### config.mk
export PLATFORM = sky130hd
export DESIGN_NAME = systolic_array_arbiter
export DESIGN_NICKNAME = d
export VERILOG_FILES = /design/src/rtl/systolic_array_arbiter.sv
export SDC_FILE = /design/constraint.sdc
export NUM_CORES = 1
export LEC_CHECK = 0
export BUFFER_PORTS_ARGS = -buffer_cell sky130_fd_sc_hd__buf_2
export CAP_MARGIN = 20
export CORE_MARGIN = 5
export CORE_UTILIZATION = 47
export CTS_CLUSTER_DIAMETER = 100
export DETAILED_ROUTE_END_ITERATION = 10
export HOLD_SLACK_MARGIN = 0.1
export PLACE_DENSITY_LB_ADDON = 0.3
export SYNTH_ARGS = -nofsm -noshare
export SYNTH_HDL_FRONTEND = slang
export SYNTH_SLANG_ARGS = --single-unit
export TNS_END_PERCENT = 1
### constraint.sdc
create_clock -name clk -period 3.37 [get_ports clk]
set_input_delay 0.1685 -clock clk [delete_from_list [all_inputs] [get_ports clk]]
set_output_delay 0.1685 -clock clk [all_outputs]
set_load 0.005 [all_outputs]
### src/rtl/systolic_array_arbiter.sv
// Round-robin front end that shares one pipelined 2x2 systolic array among NUM_REQ requesters.
// Each issued job's requester ID rides a tag FIFO so in-order array results route back to their owner.
module systolic_array_arbiter #(
    parameter int NUM_REQ = 2,
    parameter int MAX_OUT = 8,
    parameter int ID_W    = (NUM_REQ > 1) ? $clog2(NUM_REQ) : 1
) (
    input  logic                       clk,
    input  logic                       rst_n,
    input  logic [NUM_REQ-1:0]         req_valid,
    output logic [NUM_REQ-1:0]         req_ready,
    input  logic [NUM_REQ*16-1:0]      req_a,
    input  logic [NUM_REQ*16-1:0]      req_b,
    output logic                       sa_in_valid,
    output logic [15:0]                sa_a,
    output logic [15:0]                sa_b,
    input  logic [35:0]                sa_c,
    input  logic                       sa_out_valid,
    output logic [NUM_REQ-1:0]         rsp_valid,
    output logic [35:0]                rsp_c,
    output logic [$clog2(MAX_OUT):0]   outstanding,
    output logic                       err_spurious
);

    localparam int PTR_W = $clog2(MAX_OUT);
    localparam int CNT_W = PTR_W + 1;
    localparam logic [ID_W:0]    NREQ    = (ID_W+1)'(NUM_REQ);
    localparam logic [CNT_W-1:0] MAX_CNT = CNT_W'(MAX_OUT);

    logic [ID_W-1:0]    r_ptr;
    logic [ID_W-1:0]    r_issueId;
    logic               r_saInValid;
    logic [15:0]        r_saA;
    logic [15:0]        r_saB;
    logic [CNT_W-1:0]   r_wrPtr;
    logic [CNT_W-1:0]   r_rdPtr;
    logic [ID_W-1:0]    r_tagMem [MAX_OUT];
    logic [NUM_REQ-1:0] r_rspValid;
    logic [35:0]        r_rspC;
    logic [CNT_W-1:0]   r_outstanding;
    logic               r_errSpurious;

    logic               w_eligible;
    logic               w_found;
    logic [ID_W-1:0]    w_grantId;
    logic [ID_W:0]      w_idx;
    logic [NUM_REQ-1:0] w_grant;
    logic               w_fifoEmpty;
    logic               w_pop;
    logic [ID_W-1:0]    w_headId;
    logic [NUM_REQ-1:0] w_headOneHot;
    logic [ID_W-1:0]    w_nextPtr;

    // The in-flight count includes the issue register, so gating grants on it keeps the FIFO from overflowing.
    assign w_eligible = (r_outstanding < MAX_CNT);

    always_comb begin
        w_found   = 1'b0;
        w_grantId = '0;
        w_idx     = '0;
        w_grant   = '0;
        for (int k = 0; k < NUM_REQ; k++) begin
            w_idx = {1'b0, r_ptr} + (ID_W+1)'(k);
            if (w_idx >= NREQ) begin
                w_idx = w_idx - NREQ;
            end
            if (!w_found && w_eligible && req_valid[w_idx[ID_W-1:0]]) begin
                w_found   = 1'b1;
                w_grantId = w_idx[ID_W-1:0];
            end
        end
        if (w_found) begin
            w_grant[w_grantId] = 1'b1;
        end
    end

    assign w_nextPtr    = (w_grantId == ID_W'(NUM_REQ - 1)) ? '0 : w_grantId + ID_W'(1);
    assign w_fifoEmpty  = (r_wrPtr == r_rdPtr);
    assign w_pop        = sa_out_valid && !w_fifoEmpty;
    assign w_headId     = r_tagMem[r_rdPtr[PTR_W-1:0]];
    assign w_headOneHot = NUM_REQ'(1) << w_headId;

    always_ff @(posedge clk) begin
        if (!rst_n) begin
            r_ptr         <= '0;
            r_issueId     <= '0;
            r_saInValid   <= 1'b0;
            r_saA         <= '0;
            r_saB         <= '0;
            r_wrPtr       <= '0;
            r_rdPtr       <= '0;
            r_rspValid    <= '0;
            r_rspC        <= '0;
            r_outstanding <= '0;
            r_errSpurious <= 1'b0;
        end else begin
            r_saInValid <= w_found;
            if (w_found) begin
                r_ptr     <= w_nextPtr;
                r_issueId <= w_grantId;
                r_saA     <= req_a[int'(w_grantId)*16 +: 16];
                r_saB     <= req_b[int'(w_grantId)*16 +: 16];
            end

            // The tag is pushed as the job enters the array, not at the handshake.
            if (r_saInValid) begin
                r_wrPtr <= r_wrPtr + CNT_W'(1);
            end

            r_rspValid <= w_pop ? w_headOneHot : '0;
            if (w_pop) begin
                r_rdPtr <= r_rdPtr + CNT_W'(1);
                r_rspC  <= sa_c;
            end

            if (sa_out_valid && w_fifoEmpty) begin
                r_errSpurious <= 1'b1;
            end

            unique case ({w_found, w_pop})
                2'b10:   r_outstanding <= r_outstanding + CNT_W'(1);
                2'b01:   r_outstanding <= r_outstanding - CNT_W'(1);
                default: r_outstanding <= r_outstanding;
            endcase
        end
    end

    // Tag storage needs no reset; only the pointers define what is valid.
    always_ff @(posedge clk) begin
        if (r_saInValid) begin
            r_tagMem[r_wrPtr[PTR_W-1:0]] <= r_issueId;
        end
    end

    assign req_ready    = w_grant;
    assign sa_in_valid  = r_saInValid;
    assign sa_a         = r_saA;
    assign sa_b         = r_saB;
    assign rsp_valid    = r_rspValid;
    assign rsp_c        = r_rspC;
    assign outstanding  = r_outstanding;
    assign err_spurious = r_errSpurious;

endmodule

==> flow_summary_export.csv <==
group,metric,value,unit
cells_and_area,nNetsFinal,764,
synth,ys_seq_elements,97,
cells_and_area,regArea,2020,sq um
timing,slew_headroom,32.6,%
cells_and_area,fillCellCount,733,
route,vias,3844,
synth,synthFlopType,"dfxtp_1",
placed_design,globalplace.congestion,0.837,
clock_tree,cts_max_path_buffers,2,
cells_and_area,antenna_cells,0,
global_route,grt_pass1_wl,16300,microns
timing,finalMaxSlewViolations,0,
die,ios,183,
timing,skew,0.0114,ns
timing,setup_tns,0,ns
clock_tree,ctsHtreeMaxLevel,3,
timing,timing.final.ws_setup,0.874,ns
run,cap_viol_max_count,0,
synth,ys_seq_area_share,49.8,%
worst_setup_path,crit_type,"flip-flop to flip-flop",
global_route,grt_antenna_before_repair,0,
cells_and_area,multiInputGateArea,1870,sq um
clock_tree,clk-insertion-delay-late,0.35,ns
global_route,grt_use_total,19.3,%
synth,synthArstFlopShare,0,%
synth,synth_top_cells_by_count,"dfxtp_1 (89), nand2_1 (76), nand3_1 (76)",
route,totalWireLength,10700,microns
timing,hold_viol,0,
timing,max_freq,401,MHz
global_route,grt_pass1_vias,3545,
route,ant_nets,0,
die,die-area,10600,sq um
clock_tree,numCtsBuffers,9,
pwr,powerDensity,545,nW/um^2
clock_tree,tritoncts,"done",
worst_setup_path,start_kind,"flip-flop",
worst_setup_path,crit_path_end_kind,"flip-flop",
placed_design,dpl.hpwl,7050,microns
route,routed_via_density,5.01,
cells_and_area,layout-drive-gt1-share,31.7,%
pwr,peakVddDrop,0.294,mV
placed_design,place_ws,0.886,ns
clock_tree,root_buffer,"clkbuf_8",
route,drt_first_pass_iters,4,
synth,ys_types,36,
timing,rsz0062_at_grt,"no",
hold_path,hp-class,"input pin to flip-flop",
global_route,grt_max_degree,126,
synth,ys.warnings.count,0,
synth,synth_edf_count,8,
die,core_area,8550,sq um
timing,fin_hold_ws,0.127,ns
route,drc,0,
global_route,overflow,0,
synth,syn_nets,565,
synth,synth_top_cell_by_area,"dfxtp_1",
status,run_status,"completed",
timing,final-setup-viol-count,0,
synth,synth_area_leaders,"dfxtp_1 (44%), nand3_1 (9.4%), nand2_1 (7.0%), a21boi_0 (6.3%), and2_1 (6.0%)",
route,drt_iter0_markers,78,
synth,syn_area,4060,sq um
timing,finalCritPeriodShare,74.1,%
die,die_y,103,microns
die,rows,34,
pwr,p_leak,2.70,nW
synth,netlist_instances,455,
worst_setup_path,worst_ep_required_time,3.65,ns
clock_tree,clock-sinks,97,
timing,tightestPinTransition,1.01,ns
synth,synth_area_per_cell,8.92,sq um
worst_setup_path,crit_fanout,8,
synth,yosysMostFrequentCell,"dfxtp_1",
die,fp.dieW,103,microns
cells_and_area,area_delta_synth_final,38.1,%
clock_tree,clkTransAtPathRegs,0.09,ns
placed_design,portBuffers,182,
die,start_util,47.5,%
worst_setup_path,arrival,2.78,ns
clock_tree,post_cts_buffers,0,
timing,fin_crit,2.50,ns
route,wl_per_cell,14.0,microns
synth,synth.top_cell.area_share,43.9,%
## kinds of logic after synthesis
kind of cell / share of synthesized area [%]
simple gates: 25.6
flops: 49.8
compound gates: 14.3
buf+inv: 4.28
mux: 2.10
xor+xnor: 2.37
fa+ha+maj: 1.54
## metrics by stage
| step | area (sq um) | util [%] | instances | power (W) |
|---|---|---|---|---|
| floorplan | 4060 | - | 455 | 0.00193 |
| global placement | 4990 | 58.4 | 714 | 0.00221 |
| detailed placement | 4990 | 58.4 | 714 | 0.00223 |
| CTS | 5580 | 65.2 | 766 | 0.00308 |
| global route | 5610 | 65.6 | 767 | 0.00324 |
| finish | 5610 | 65.6 | 767 | 0.00305 |
## registers in the layout (all words and copies together), names as in the netlist, named ones only
register	cells
r_rdPtr	4
sa_in_valid	1
sa_a	16
rsp_valid	2
r_issueId	1
r_ptr	1
r_wrPtr	4
rsp_c	36
outstanding	4
err_spurious	1
sa_b	16
r_tagMem	8
## worst paths after layout
kind	cells past startpoint	to	slack, ns	startpoint
max	10	outstanding[2]$_SDFFE_PN0P_	0.87	r_wrPtr[1]$_SDFFE_PN0P_
min	3	sa_b[8]$_SDFFE_PN0P_	0.13	req_b[8]
max reg2reg	10	outstanding[2]$_SDFFE_PN0P_	0.87	r_wrPtr[1]$_SDFFE_PN0P_
min reg2reg	2	rsp_c[14]$_SDFFE_PN0N_	0.45	rsp_c[14]$_SDFFE_PN0N_
## per-layer routing
layer  global-route usage [%]  wire length (microns)
met3                     6.77                    987
met5                        0                      0
met4                     8.07                    230
met2                     31.4                   5080
met1                     23.3                   4430
## placed cells by master (no fill, tap or decap), types with 2 or more instances in the layout
cell type,Yosys,routed
buf_2,7,181
inv_1,2,2
clkbuf_8,0,11
a21oi_1,5,5
o21ai_0,3,3
buf_4,0,6
and2_1,39,39
xnor2_1,3,3
mux2i_1,4,4
nand2_1,76,76
dlygate4sd3_1,0,36
a21boi_0,34,34
xor2_1,8,8
nand3_1,76,76
nand2b_1,3,3
o22ai_1,32,32
ha_1,5,5
clkinvlp_4,0,2
mux4_2,2,2
nor2_1,7,7
dfxtp_1,89,89
edfxtp_1,8,8
nor3_1,3,3
nor2b_1,6,6
or3_1,2,2
## worst max-delay path, stage by stage (launching register included)
cell	delay, ns
dfxtp_1	0.49
xor2_1	0.17
o41ai_4	0.40
inv_2	0.07
ha_1	0.25
xor2_1	0.16
ha_1	0.19
a21oi_1	0.15
xor2_1	0.10
or3_1	0.31
a21boi_0	0.15
## power by group
group | switching, W | internal (W) | leakage (nW) | total (W)
registers | 0.000116 | 0.00132 | 0.805 | 0.00144
clock network | 0.000382 | 0.000429 | 0.107 | 0.000811
logic | 0.000420 | 0.000382 | 1.79 | 0.000802
total | 0.000918 | 0.00214 | 2.70 | 0.00305
## area by class of cell
type	count	area share [%]
inverters	4	0.268
multi-input cells	318	33.4
well taps	108	2.41
flip-flops and latches	97	36.1
clock inverters	3	0.803
repair buffers	224	23.9
clock buffers	13	3.21
## what timing repair did
item / 4_1_cts / 5_1_grt
hold endpoints to repair: 36 / 0
hold buffers: 36 / 0
gates resized for setup: 0 / 0
Power figures use the tool's default switching activity.
